--- config.mk ---
export PLATFORM = sky130hd
export DESIGN_NAME = atan_arbiter
export DESIGN_NICKNAME = d
export VERILOG_FILES = /design/src/rtl/atan_pkg.sv /design/src/rtl/cordic_arctan.sv /design/src/rtl/atan_arbiter.sv
export SDC_FILE = /design/constraint.sdc
export NUM_CORES = 1
export LEC_CHECK = 0
export CAP_MARGIN = 20
export CORE_MARGIN = 5
export CORE_UTILIZATION = 52
export CTS_CLUSTER_DIAMETER = 40
export CTS_CLUSTER_SIZE = 24
export DETAILED_ROUTE_END_ITERATION = 8
export GPL_TIMING_DRIVEN = 0
export MAX_ROUTING_LAYER = met4
export PLACE_DENSITY = 0.82
export RECOVER_POWER = 100
export SLEW_MARGIN = 20
export SYNTH_ARGS = -nofsm -noshare
export SYNTH_HDL_FRONTEND = slang
export SYNTH_SLANG_ARGS = --single-unit
--- constraint.sdc ---
create_clock -name clk -period 4.9 [get_ports clk]
set_input_delay 0.49 -clock clk [delete_from_list [all_inputs] [get_ports clk]]
set_output_delay 0.49 -clock clk [all_outputs]
set_load 0.03 [all_outputs]
--- src/rtl/atan_pkg.sv ---
// Shared types and angle constants for the arctan arbiter and its CORDIC core.
// Angles are Q2.13 at 16 bits (8192 = 1 rad).
package atan_pkg;

    typedef enum logic [1:0] {
        ST_IDLE,
        ST_ISSUE,
        ST_WAIT,
        ST_RESP
    } atan_arb_state_t;

    localparam logic [15:0] ANGLE_PI      = 16'h6488;
    localparam logic [15:0] ANGLE_HALF_PI = 16'h3244;

    // atan(2^-i) in Q2.13, rounded to nearest
    function automatic logic [15:0] atan_step_q13(input int i);
        logic [15:0] v;
        case (i)
            0:       v = 16'd6434;
            1:       v = 16'd3798;
            2:       v = 16'd2007;
            3:       v = 16'd1019;
            4:       v = 16'd511;
            5:       v = 16'd256;
            6:       v = 16'd128;
            7:       v = 16'd64;
            8:       v = 16'd32;
            9:       v = 16'd16;
            10:      v = 16'd8;
            11:      v = 16'd4;
            12:      v = 16'd2;
            13:      v = 16'd1;
            default: v = 16'd0;
        endcase
        return v;
    endfunction

endpackage

--- src/rtl/cordic_arctan.sv ---
// Iterative vectoring-mode CORDIC arctan: one iteration per cycle, quadrant
// pre-rotation for x < 0, early finish as soon as the residual y reaches zero.
module cordic_arctan
    import atan_pkg::*;
#(
    parameter int WIDTH  = 16,
    parameter int STAGES = 13
) (
    input  logic                    clk,
    input  logic                    rst,
    input  logic                    valid_in,
    input  logic signed [WIDTH-1:0] x_in,
    input  logic signed [WIDTH-1:0] y_in,
    output logic                    valid_out,
    output logic signed [WIDTH-1:0] theta_out
);

    localparam int IW  = WIDTH + 2;
    localparam int CW  = (STAGES > 1) ? $clog2(STAGES) : 1;
    localparam int SHL = (WIDTH >= 16) ? WIDTH - 16 : 0;
    localparam int SHR = (WIDTH < 16) ? 16 - WIDTH : 0;
    localparam logic [CW-1:0] LAST_ITER = CW'(STAGES - 1);

    // Rescale a Q2.13 16-bit constant to the configured angle width
    function automatic logic signed [WIDTH-1:0] scale_q13(input logic [15:0] v);
        logic [WIDTH+15:0] t;
        t = (WIDTH + 16)'(v);
        t = (t << SHL) >> SHR;
        return WIDTH'(t);
    endfunction

    localparam logic signed [WIDTH-1:0] HALF_PI = scale_q13(ANGLE_HALF_PI);

    logic                    busy;
    logic [CW-1:0]           iter;
    logic signed [IW-1:0]    x_r, y_r;
    logic signed [WIDTH-1:0] z_r;

    logic signed [IW-1:0]    x_ext, y_ext, x0, y0;
    logic signed [WIDTH-1:0] z0;
    logic signed [IW-1:0]    x_sh, y_sh, x_nx, y_nx;
    logic signed [WIDTH-1:0] ang, z_nx;

    always_comb begin
        x_ext = {{2{x_in[WIDTH-1]}}, x_in};
        y_ext = {{2{y_in[WIDTH-1]}}, y_in};
        x0    = x_ext;
        y0    = y_ext;
        z0    = '0;
        if (x_in[WIDTH-1]) begin
            if (!y_in[WIDTH-1]) begin
                x0 = y_ext;
                y0 = -x_ext;
                z0 = HALF_PI;
            end else begin
                x0 = -y_ext;
                y0 = x_ext;
                z0 = -HALF_PI;
            end
        end
    end

    always_comb begin
        x_sh = x_r >>> iter;
        y_sh = y_r >>> iter;
        ang  = scale_q13(atan_step_q13(int'(iter)));
        if (y_r[IW-1]) begin
            x_nx = x_r - y_sh;
            y_nx = y_r + x_sh;
            z_nx = z_r - ang;
        end else begin
            x_nx = x_r + y_sh;
            y_nx = y_r - x_sh;
            z_nx = z_r + ang;
        end
    end

    always_ff @(posedge clk) begin
        if (rst) begin
            busy      <= 1'b0;
            iter      <= '0;
            x_r       <= '0;
            y_r       <= '0;
            z_r       <= '0;
            valid_out <= 1'b0;
            theta_out <= '0;
        end else begin
            valid_out <= 1'b0;
            if (valid_in) begin
                busy <= 1'b1;
                iter <= '0;
                x_r  <= x0;
                y_r  <= y0;
                z_r  <= z0;
            end else if (busy) begin
                if (y_r == '0 || iter == LAST_ITER) begin
                    busy      <= 1'b0;
                    valid_out <= 1'b1;
                    theta_out <= (y_r == '0) ? z_r : z_nx;
                end else begin
                    x_r  <= x_nx;
                    y_r  <= y_nx;
                    z_r  <= z_nx;
                    iter <= iter + CW'(1);
                end
            end
        end
    end

endmodule

--- src/rtl/atan_arbiter.sv ---
// Round-robin arbiter sharing one cordic_arctan core among NUM_REQ requesters.
// Optional ATAN_ARBITER_STATS_EN adds per-requester accepted-response counters.
//
// state    | meaning
// ---------+-----------------------------------------------------------
// ST_IDLE  | no operation in flight; grant one valid requester
// ST_ISSUE | launch the latched operands into the core (one cycle)
// ST_WAIT  | core iterating; capture theta on its valid_out
// ST_RESP  | result presented until the consumer takes it
module atan_arbiter
    import atan_pkg::*;
#(
    parameter int NUM_REQ = 4,
    parameter int WIDTH   = 16,
    parameter int STAGES  = 13
) (
    input  logic                       clk,
    input  logic                       rst,
    input  logic [NUM_REQ-1:0]         req_valid,
    output logic [NUM_REQ-1:0]         req_ready,
    input  logic [NUM_REQ*WIDTH-1:0]   req_y,
    input  logic [NUM_REQ*WIDTH-1:0]   req_x,
    output logic                       resp_valid,
    input  logic                       resp_ready,
    output logic [$clog2(NUM_REQ)-1:0] resp_id,
    output logic signed [WIDTH-1:0]    resp_theta
`ifdef ATAN_ARBITER_STATS_EN
    ,output logic [NUM_REQ*16-1:0]     stat_done
`endif
);

    localparam int ID_W = $clog2(NUM_REQ);

    atan_arb_state_t state, state_nx;

    logic [ID_W-1:0]         rr_ptr;
    logic [ID_W-1:0]         grant_idx;
    logic                    found;
    logic                    take;
    logic [ID_W-1:0]         op_id;
    logic signed [WIDTH-1:0] op_x, op_y;

    logic                    core_valid_in;
    logic                    core_valid_out;
    logic signed [WIDTH-1:0] core_theta;

    // First valid requester at or after rr_ptr, wrapping
    always_comb begin
        int k;
        found     = 1'b0;
        grant_idx = '0;
        k         = 0;
        for (int off = 0; off < NUM_REQ; off++) begin
            k = int'(rr_ptr) + off;
            if (k >= NUM_REQ) k = k - NUM_REQ;
            if (!found && req_valid[ID_W'(k)]) begin
                found     = 1'b1;
                grant_idx = ID_W'(k);
            end
        end
    end

    assign take      = (state == ST_IDLE) && found && !rst;
    assign req_ready = take ? (NUM_REQ'(1) << grant_idx) : '0;

    always_comb begin
        state_nx      = state;
        core_valid_in = 1'b0;
        resp_valid    = 1'b0;
        case (state)
            ST_IDLE:  if (take) state_nx = ST_ISSUE;
            ST_ISSUE: begin
                core_valid_in = 1'b1;
                state_nx      = ST_WAIT;
            end
            ST_WAIT:  if (core_valid_out) state_nx = ST_RESP;
            ST_RESP: begin
                resp_valid = 1'b1;
                if (resp_ready) state_nx = ST_IDLE;
            end
            default:  state_nx = ST_IDLE;
        endcase
    end

    always_ff @(posedge clk) begin
        if (rst) begin
            state      <= ST_IDLE;
            rr_ptr     <= '0;
            op_id      <= '0;
            op_x       <= '0;
            op_y       <= '0;
            resp_theta <= '0;
        end else begin
            state <= state_nx;
            if (take) begin
                op_id  <= grant_idx;
                op_x   <= req_x[int'(grant_idx)*WIDTH +: WIDTH];
                op_y   <= req_y[int'(grant_idx)*WIDTH +: WIDTH];
                rr_ptr <= (grant_idx == ID_W'(NUM_REQ - 1)) ? '0 : grant_idx + ID_W'(1);
            end
            if (state == ST_WAIT && core_valid_out) resp_theta <= core_theta;
        end
    end

    assign resp_id = op_id;

    cordic_arctan #(
        .WIDTH  (WIDTH),
        .STAGES (STAGES)
    ) u_core (
        .clk       (clk),
        .rst       (rst),
        .valid_in  (core_valid_in),
        .x_in      (op_x),
        .y_in      (op_y),
        .valid_out (core_valid_out),
        .theta_out (core_theta)
    );

`ifdef ATAN_ARBITER_STATS_EN
    logic [15:0] stat_cnt [NUM_REQ];

    always_ff @(posedge clk) begin
        if (rst) begin
            for (int k = 0; k < NUM_REQ; k++) stat_cnt[k] <= '0;
        end else if (resp_valid && resp_ready && stat_cnt[op_id] != 16'hFFFF) begin
            stat_cnt[op_id] <= stat_cnt[op_id] + 16'd1;
        end
    end

    for (genvar g = 0; g < NUM_REQ; g++) begin : g_stat
        assign stat_done[g*16 +: 16] = stat_cnt[g];
    end
`endif

endmodule

==> summary.txt, run 1 <==
Logic synthesis
  – Most numerous cell in the Yosys netlist: nand2_1
  – Synth cell types: 84
  – Synth top cells by count: 256 x nand2_1, 166 x a21oi_1, 159 x nor2_1
  – Post-synth design cell area: 12700 µm²
  – Area share of the largest cell type after synthesis: 22.3%
  – EDFF count, synth: 0
  – Sequential area share after synthesis: 22.3%
  – Ranking of synthesized cells by area: dfxtp_1 22%, nand2_1 7.6%, ha_1 6.8%
  – Ys async rst share: 0%
  – Syn nets: 1894
  – Synthesized area per cell: 7.52 µm²
  – Gate Count Post-Synth: 1687
  – Synth warnings: 0
  – Dominant synthesized flop cell: dfxtp_1
  – Cell taking the most area after synthesis: dfxtp_1
  – Yosys reg bits: 141

Timing
  – Min Tclk post-route: 4.95 ns
  – Max Clock Skew: 0.0142 ns
  – Relative slew margins: 44.5%
  – Final WS setup: -0.0536 ns
  – Final Hold Viols: 0
  – Final Max Tran Viols: 0
  – Unrepaired setup endpoints after global routing: true
  – Slew @ Worst Pin: 0.823 ns
  – Achievable Freq: 202 MHz
  – Fin crit share: 101%
  – Setup violations, final: 1

Route
  – Pre-antenna DRT Iters: 7
  – Routed via count: 14202
  – WL per Instance: 21.8 µm
  – Final wirelength: 48.6 mm
  – 1st-iter DRT viols: 1868
  – Post-route ant nets: 0
  – Drt drc: 0
  – Vias/cell: 6.38

Floorplan
  – Die area: 27600 µm²
  – # rows: 57
  – Die width: 166 µm
  – Die H: 166 µm
  – I/O pins: 158
  – Core ar.: 24200 µm²
  – Starting Density: 52.5%

Worst setup path
  – CP required: 5.21 ns
  – Critical path launch point type: register
  – WS Path Type: register to register
  – CP arrival: 5.27 ns
  – Crit path capture type: register
  – CP max FO: 10

Clock tree
  – Sink Count: 141
  – Num CTS Buffers: 17
  – CTS tree: done
  – CTS root buffer: clkbuf_16
  – Clock buffer depth: 2
  – Clock Pin Slew Worst Setup and Hold Paths: 0.08 ns
  – H-Tree Depth: 4
  – Clock Latency Late Sink: 0.44 ns

Power and ir drop
  – Pwr Density: 853 nW/µm²
  – Lkg Pwr: 6.02 nW
  – Total power: 0.0134 W
  – Worst VDD drop: 0.409 mV

Hold path
  – Min-delay worst type: register to register

Finish
  – ANT cells: 0
  – Multi-input gate area in the final layout: 9370 µm²
  – Layout area overhead: 24.1%
  – Filler cell count: 2111
  – Reg area: 2830 µm²
  – Layout Nets: 2096
  – Layout cells sized above 1: 9.15%

GRT
  – First-pass GRT wire length: 73.8 mm
  – Vias in the first global route: 13581
  – Pin count of the biggest net entering global routing: 19
  – Gr ovfl total: 0
  – Initial antenna violation count: 0
  – Total track usage: 33.9%

Placed design
  – Final HPWL DP: 37.9 mm
  – GPL Wtd Cong: 1.07
  – Place WS: -1.49 ns
  – Buffers on Ports: 157

Flow run
  – Max-cap violation count: 0

Status
  – Failing checks: setup timing
  – Status: complete, but fails checks
-- registers in the layout (all words and copies together), names as in the netlist, 2 cells and up --
name	cells
u_core.ang	13
u_core.theta_out	16
op_x	16
op_y	16
rr_ptr	2
u_core.y_r	18
state	2
resp_theta	16
u_core.iter	4
resp_id	2
u_core.z_r	16
u_core.x_r	18
-- report_power, final --
| group | total [W] | switching (W) | internal [W] |
|---|---|---|---|
| Clock | 0.00133 | 0.000636 | 0.000694 |
| Sequential | 0.00213 | 0.000644 | 0.00149 |
| Combinational | 0.00996 | 0.00587 | 0.00409 |
| Total | 0.0134 | 0.00715 | 0.00627 |
-- cells by family (layout without fill, tap and decap cells) --
kind of cell / Yosys count / in the layout / synth area share [%]
AO/OA/AOI/OAI: 489 / 489 / 25.3
XOR/XNOR: 99 / 99 / 6.94
adder cells (fa/ha/maj): 72 / 72 / 7.28
buffers and inverters: 170 / 385 / 5.36
flip-flops: 141 / 141 / 22.3
multiplexers: 90 / 90 / 10.3
AND/OR/NAND/NOR: 626 / 626 / 22.5
-- final timing paths --
| path | from | to | slack [ns] | cells past startpoint |
|---|---|---|---|---|
| setup / recovery | u_core.iter[1] | u_core.x_r[17] | -0.05 | 20 |
| hold / removal | resp_theta[11] | resp_theta[11] | 0.46 | 2 |
| hold reg to reg | resp_theta[11] | resp_theta[11] | 0.46 | 2 |
| setup reg to reg | u_core.iter[1] | u_core.x_r[17] | -0.05 | 20 |
-- placed cells by master, fill, tap and decap left out, drive strengths merged, types with 64 or more instances in the layout --
| cell type | count |
|---|---|
| nand2 | 256 |
| a21oi | 166 |
| nor2 | 159 |
| dfxtp | 141 |
| clkdlybuf4s50 | 137 |
| clkbuf | 106 |
| o21ai | 83 |
| ha | 69 |
| xnor2 | 65 |
| inv | 64 |
-- final cells by class --
class | instances | area share (%)
inverters | 57 | 1.36
multi-input cells | 1376 | 59.5
well taps | 324 | 2.58
plain buffers | 113 | 3.35
clock inverters | 15 | 1.20
flip-flops and latches | 141 | 18.0
repair buffers | 183 | 11.3
clock buffers | 17 | 2.70
-- metrics by stage --
step | std cells | utilization (%) | hold slack [ns] | cell area (µm²) | TNS (ns)
6_report | 2226 | 65.1 | 0.456 | 15700 | -0.0536
5_1_grt | 2226 | 65.1 | 0.477 | 15700 | -0.138
4_1_cts | 2209 | 63.9 | 0.457 | 15400 | -0.0306
3_5_place_dp | 2169 | 60.7 | 0.446 | 14700 | -6.02
3_3_place_gp | 2168 | 60.6 | 0.443 | 14700 | -6.04
2_1_floorplan | 1687 | - | 0.427 | 12700 | 0
-- worst max-delay path, stage by stage, from the launching register on --
cell and delay [ns]:
dfxtp_4 0.37, buf_8 0.15, buf_6 0.15, buf_4 0.19, nor2_2 0.27, mux2i_2 0.42, mux2i_1 0.21, a21oi_2 0.23
and4bb_2 0.33, nor3_1 0.06, a21oi_1 0.17, o32ai_2 0.12, ha_1 0.38, and2_4 0.17, o21ai_4 0.17, o31ai_4 0.11
o41ai_2 0.24, buf_4 0.19, o21ai_2 0.08, mux2_1 0.32, or4_1 0.49
-- metal layers --
metal / up-vias / GRT usage, % / part of all wire [%]
met5: - / - / 0
met3: 169 / 5.93 / 9.3
li1: 6577 / - / -
met1: 6609 / 40.8 / 39
met4: 0 / 16.0 / 4.9
met2: 847 / 55.4 / 47
-- what timing repair did --
item                       4_1_cts  5_1_grt
gates resized for setup         36       42
buffers inserted                 8       16
setup endpoints to repair       16       10
gates cloned                     0        1
hold buffers                     0        0
pin swaps                        6       15
No activity file was read; power rests on OpenSTA's default activity.
==> run 2: changes to the inputs <==
Settings changed: SLEW_MARGIN 20 to 10.
==> summary.txt, run 2 (synthesis results as in run 1) <==
Worst setup path
  – CP max FO: 5 (was 10)
  – Crit path capture type: register (unchanged)
  – Critical path launch point type: register (unchanged)
  – CP startpoint: u_core.iter[1] (unchanged)
  – CP delay by family, top: simple AND/OR/NAND/NOR gates (unchanged)
  – WS Path Type: register to register (unchanged)
  – CP bufs+invs: 3 (was 4)
  – Critical-path top delay cell: mux4_2 (was or4_1)
  – CP arrival: 5.17 ns (was 5.27 ns)
  – CP required: 5.22 ns (was 5.21 ns)
  – Crit-path max cell delay: 0.57 ns (was 0.49 ns)
  – FF-to-FF Start: u_core.iter[1] (unchanged)
  – Cell breakdown of the critical path: buf_8 -> mux4_2 -> mux2_4 -> or3_4 -> and2_1 -> and4bb_2 -> buf_4 -> nor2_1 -> o32ai_2 -> ha_1 -> and2_4 -> o21ai_2 -> o31ai_2 -> o41ai_2 -> buf_4 -> o21ai_2 -> mux2_1 -> or4_1 (was buf_8 -> buf_6 -> buf_4 -> nor2_2 -> mux2i_2 -> mux2i_1 -> a21oi_2 -> and4bb_2 -> nor3_1 -> a21oi_1 -> o32ai_2 -> ha_1 -> and2_4 -> o21ai_4 -> o31ai_4 -> o41ai_2 -> buf_4 -> o21ai_2 -> mux2_1 -> or4_1)

Floorplan
  – Core ar.: 24200 µm² (unchanged)
  – Die H: 166 µm (unchanged)
  – Die area: 27600 µm² (unchanged)
  – I/O pins: 158 (unchanged)
  – Starting Density: 52.5% (unchanged)
  – # rows: 57 (unchanged)
  – Die width: 166 µm (unchanged)

Power and ir drop
  – Total power: 0.0132 W (was 0.0134 W)
  – Comb pwr share: 73.8% (was 74.2%)
  – Worst VDD drop: 0.469 mV (was 0.409 mV)
  – Lkg Pwr: 5.97 nW (was 6.02 nW)
  – Power share of the sequential group: 16.1% (was 15.9%)
  – Net switching fraction of the power: 53.4% (was 53.3%)
  – Power Internal: 0.00617 W (was 0.00627 W)
  – Clk pwr share: 10.0% (was 9.9%)
  – Pwr Density: 845 nW/µm² (was 853 nW/µm²)
  – Total net switching power: 0.00706 W (was 0.00715 W)

Route
  – Pre-antenna DRT Iters: 5 (was 7)
  – 1st-iter DRT viols: 1750 (was 1868)
  – Drt drc: 0 (unchanged)
  – Routed via count: 14184 (was 14202)
  – WL per Instance: 21.8 µm (about the same)
  – Final wirelength: 48.4 mm (was 48.6 mm)
  – Post-route ant nets: 0 (unchanged)
  – Vias/cell: 6.40 (was 6.38)

Placed design
  – Final HPWL DP: 37.9 mm (about the same)
  – Place WS: -1.48 ns (was -1.49 ns)
  – Buffers on Ports: 157 (unchanged)
  – GPL Wtd Cong: 1.07 (unchanged)

Timing
  – Final Max Tran Viols: 0 (unchanged)
  – Achievable Freq: 206 MHz (was 202 MHz)
  – Relative slew margins: 40.8% (was 44.5%)
  – Max Clock Skew: 0.0146 ns (was 0.0142 ns)
  – Slew @ Worst Pin: 0.877 ns (was 0.823 ns)
  – Final Hold Viols: 0 (unchanged)
  – Setup violations, final: 0 (was 1)
  – Final WS setup: 0.0518 ns (was -0.0536 ns)
  – Min Tclk post-route: 4.85 ns (was 4.95 ns)
  – Unrepaired setup endpoints after global routing: true (unchanged)
  – Fin crit share: 98.9% (was 101%)

GRT
  – Initial antenna violation count: 0 (unchanged)
  – Pin count of the biggest net entering global routing: 19 (unchanged)
  – Gr ovfl total: 0 (unchanged)
  – Total track usage: 34.2% (was 33.9%)
  – Vias in the first global route: 13746 (was 13581)
  – First-pass GRT wire length: 74.4 mm (was 73.8 mm)

Finish
  – Reg area: 2830 µm² (unchanged)
  – Filler cell count: 2110 (was 2111)
  – Most frequent cells in the layout: 256 x nand2_1, 161 x a21oi_1, 157 x nor2_1 (unchanged)
  – Largest regs: u_core.x_r (18), u_core.y_r (18) (unchanged)
  – ANT cells: 0 (unchanged)
  – Layout area overhead: 23.4% (was 24.1%)
  – Layout cells sized above 1: 8.56% (was 9.15%)
  – Multi-input gate area in the final layout: 9330 µm² (was 9370 µm²)
  – Commonest non-fill, non-tap cell in the layout: nand2_1 (unchanged)
  – Layout Nets: 2087 (was 2096)

Clock tree
  – H-Tree Depth: 4 (unchanged)
  – Clock Pin Slew Worst Setup and Hold Paths: 0.08 ns (about the same)
  – CTS tree: done (unchanged)
  – Sink Count: 141 (unchanged)
  – Hold_buf cts: 0 (unchanged)
  – Clock Latency Late Sink: 0.44 ns (about the same)
  – Clock buffer depth: 2 (unchanged)
  – CTS root buffer: clkbuf_16 (unchanged)
  – Num CTS Buffers: 17 (unchanged)

Hold path
  – Min-delay worst type: register to register (unchanged)
  – Hold_sp: resp_theta[2] (was resp_theta[11])

Status
  – Status: finished, final reports clean (was complete, but fails checks)

Flow run
  – Max-cap violation count: 0 (unchanged)
-- run 2: worst reg2reg max path: cells and delay by family (launching register included) --
family | cells | cell delay (ns)
fa+ha+maj | 1 | 0.32
simple gates | 6 | 1.55
mux | 3 | 1.22
compound gates | 5 | 0.78
flops | 1 | 0.39
buf+inv | 3 | 0.47
-- run 2: path summary, 6_finish.rpt --
path	endpoint	slack (ns)	depth (start not counted)
setup / recovery	u_core.x_r[17]	0.05	18
hold / removal	resp_theta[2]	0.45	2
setup reg to reg	u_core.x_r[17]	0.05	18
hold reg to reg	resp_theta[2]	0.45	2
-- run 2: stage by stage --
stage	hold WS (ns)	std cells	area (µm²)	utilization (%)	TNS (ns)
detailed placement	0.446	2168	14700	60.6	-5.91
floorplan	0.427	1687	12700	-	0
global placement	0.443	2168	14700	60.6	-6.04
finish	0.453	2217	15600	64.7	0
CTS	0.457	2207	15400	63.9	-0.0391
global route	0.480	2217	15600	64.7	-0.188
-- run 2: area by class of cell --
type / instances / share of cell area, %
multi-input cells: 1376 / 59.6
flip-flops and latches: 141 / 18.1
repair buffers: 175 / 11.0
plain buffers: 112 / 3.44
clock buffers: 17 / 2.72
well taps: 324 / 2.59
inverters: 57 / 1.37
clock inverters: 15 / 1.19
-- run 2: timing repair --
action,in CTS,in global routing
endpoints found under the setup margin,16,12
gates cloned,0,1
gates resized for setup,37,40
setup buffers,8,9
pin swaps,8,11
-- run 2: per-layer routing --
layer,routed length [µm],GRT usage [%],vias to the layer above
met2,22200,54.9,911
met1,18500,40.9,6542
met3,4670,6.14,195
met5,0,-,-
li1,-,-,6536
met4,3000,18.7,0
-- run 2: power by group through the flow --
stage / logic (W) / registers [W] / clock network, W
6_report: 0.00977 / 0.00213 / 0.00133
2_1_floorplan: 0.00692 / 0.00182 / 0
3_3_place_gp: 0.00889 / 0.00209 / 0
5_1_grt: 0.0106 / 0.00214 / 0.00137
4_1_cts: 0.00933 / 0.00208 / 0.00132
3_5_place_dp: 0.00904 / 0.00210 / 0
==> run 3: changes to the inputs <==
Settings changed: CORE_MARGIN 5 to default, CORE_UTILIZATION 52 to 31, PLACE_DENSITY 0.82 to 0.55.
==> summary.txt, run 3 (synthesis results as in run 1) <==
Status
  – Status: finished, final reports clean (unchanged)

Finish
  – Reg area: 2830 µm² (unchanged)
  – ANT cells: 0 (unchanged)
  – Layout Nets: 2100 (was 2087)
  – Most frequent cells in the layout: 256 x nand2_1, 163 x a21oi_1, 155 x nor2_1 (was 256 x nand2_1, 161 x a21oi_1, 157 x nor2_1)
  – Filler cell count: 4197 (was 2110)
  – Layout area overhead: 26.7% (was 23.4%)
  – Layout cells sized above 1: 9.76% (was 8.56%)
  – Post-Layout Cell Count: 2431 (was 2217)
  – Largest regs: u_core.x_r (18), u_core.y_r (18) (unchanged)
  – Commonest non-fill, non-tap cell in the layout: nand2_1 (unchanged)
  – Multi-input gate area in the final layout: 9420 µm² (was 9330 µm²)

GRT
  – Pin count of the biggest net entering global routing: 18 (was 19)
  – Vias in the first global route: 13333 (was 13746)
  – Gr ovfl total: 0 (unchanged)
  – Total track usage: 25.2% (was 34.2%)
  – First-pass GRT wire length: 78.2 mm (was 74.4 mm)
  – Initial antenna violation count: 0 (unchanged)

Hold path
  – Hold path endpoint: resp_theta[12] (was resp_theta[2])
  – Min-delay worst type: register to register (unchanged)
  – Hold_sp: resp_theta[12] (was resp_theta[2])
  – Hold path cells: 2 (unchanged)

Timing
  – Final WS setup: 0.177 ns (was 0.0518 ns)
  – Achievable Freq: 212 MHz (was 206 MHz)
  – Min Tclk post-route: 4.72 ns (was 4.85 ns)
  – Unrepaired setup endpoints after global routing: false (was true)
  – Final Hold Viols: 0 (unchanged)
  – Setup violations, final: 0 (unchanged)
  – Slew @ Worst Pin: 1.00 ns (was 0.877 ns)
  – Max Clock Skew: 0.0104 ns (was 0.0146 ns)
  – Fin crit share: 96.4% (was 98.9%)
  – Relative slew margins: 33.0% (was 40.8%)
  – Final Max Tran Viols: 0 (unchanged)

Floorplan
  – # rows: 73 (was 57)
  – Die area: 41700 µm² (was 27600 µm²)
  – Core ar.: 40000 µm² (was 24200 µm²)
  – Starting Density: 31.7% (was 52.5%)
  – I/O pins: 158 (unchanged)
  – Die H: 204 µm (was 166 µm)
  – Die width: 204 µm (was 166 µm)

Worst setup path
  – CP required: 5.22 ns (about the same)
  – WS Path Type: register to register (unchanged)
  – CP max FO: 5 (unchanged)
  – Reg2Reg Setup Slack: 0.18 ns (was 0.05 ns)
  – Crit path capture type: register (unchanged)
  – Reg-to-reg endpoint: u_core.x_r[17] (unchanged)
  – Critical path launch point type: register (unchanged)
  – Worst Reg2Reg Path Length in Cells: 18 (unchanged)
  – CP arrival: 5.04 ns (was 5.17 ns)
  – FF-to-FF Start: u_core.iter[1] (unchanged)

Route
  – Routed via count: 13816 (was 14184)
  – 1st-iter DRT viols: 1155 (was 1750)
  – Pre-antenna DRT Iters: 5 (unchanged)
  – Post-route ant nets: 0 (unchanged)
  – Vias/cell: 5.68 (was 6.40)
  – Drt drc: 0 (unchanged)
  – Final wirelength: 51.7 mm (was 48.4 mm)
  – WL per Instance: 21.2 µm (was 21.8 µm)

Power and ir drop
  – Worst VDD drop: 0.394 mV (was 0.469 mV)
  – Pwr Density: 848 nW/µm² (was 845 nW/µm²)
  – Lkg Pwr: 6.06 nW (was 5.97 nW)

Clock tree
  – Clock Latency Late Sink: 0.45 ns (was 0.44 ns)
  – H-Tree Depth: 4 (unchanged)
  – Hold_buf cts: 0 (unchanged)
  – Num CTS Buffers: 17 (unchanged)
  – CTS root buffer: clkbuf_16 (unchanged)
  – Clock buffer depth: 2 (unchanged)
  – Sink Count: 141 (unchanged)
  – Clock Pin Slew Worst Setup and Hold Paths: 0.07 ns (was 0.08 ns)
  – CTS tree: done (unchanged)

Placed design
  – Place WS: -2.09 ns (was -1.48 ns)
  – Placed Instances: 2369 (was 2168)
  – GPL Wtd Cong: 0.986 (was 1.07)
  – Buffers on Ports: 157 (unchanged)
  – Final HPWL DP: 40.0 mm (was 37.9 mm)

Flow run
  – Max-cap violation count: 0 (unchanged)
## run 3: worst max-delay path, stage by stage, from the launching register on
cell      delay, ns
dfxtp_4        0.38
buf_8          0.13
mux4_2         0.56
mux2_4         0.32
or3_4          0.39
and2_1         0.16
and4bb_2       0.33
buf_6          0.12
nor2_2         0.04
o32ai_4        0.32
ha_4           0.26
and2_4         0.14
o21ai_4        0.17
o31ai_4        0.10
o41ai_2        0.20
buf_4          0.19
o21ai_4        0.06
mux2_4         0.30
or4_1          0.40
## run 3: layout make-up
class                   instances  share of cell area, %
plain buffers                 113                   3.51
repair buffers                187                   11.2
inverters                      57                   1.33
multi-input cells            1376                   58.6
flip-flops and latches        141                   17.6
clock inverters                15                   1.01
well taps                     525                   4.09
clock buffers                  17                   2.65
## run 3: through the flow
stage / hold WS, ns / total power (W) / cell area, µm² / TNS (ns) / utilization (%)
after floorplan: 0.427 / 0.00874 / 12700 / 0 / -
after global placement: 0.450 / 0.0113 / 14900 / -15.02 / 37.3
after detailed placement: 0.449 / 0.0114 / 14900 / -15.99 / 37.3
after CTS: 0.460 / 0.0131 / 15800 / -0.0172 / 39.5
after global routing: 0.473 / 0.0146 / 16100 / 0 / 40.2
final: 0.453 / 0.0136 / 16100 / 0 / 40.2
## run 3: worst max-delay path by stage
stage	startpoint	endpoint	slack (ns)	depth (start not counted)
after floorplan	u_core.iter[3]	u_core.x_r[17]	0.15	20
after global placement	u_core.iter[3]	u_core.x_r[17]	-2.05	19
after detailed placement	u_core.iter[3]	u_core.x_r[17]	-2.09	19
after CTS	u_core.iter[1]	u_core.x_r[17]	-0.02	17
after global routing	req_valid[1]	req_ready[3]	0.004	11
final	u_core.iter[1]	u_core.x_r[17]	0.18	18
## run 3: timing repair
item / CTS / global route
resized for setup: 62 / 41
setup buffers: 14 / 15
endpoints found under the setup margin: 28 / 15
pin swaps: 11 / 15
cloned: 1 / 0
## run 3: power breakdown
group,switching (W),leakage (nW),internal (W)
combinational,0.00605,4.62,0.00416
clock,0.000624,0.286,0.000684
sequential,0.000616,1.15,0.00149
total,0.00729,6.06,0.00633
## run 3: per-layer routing
| layer | track usage, % | part of all wire, % | wire (µm) |
|---|---|---|---|
| met1 | 32.2 | 43 | 22500 |
| met2 | 41.4 | 47 | 24300 |
| met3 | 3.51 | 7.2 | 3740 |
| met4 | 6.64 | 2.3 | 1210 |
| met5 | - | 0 | 0 |
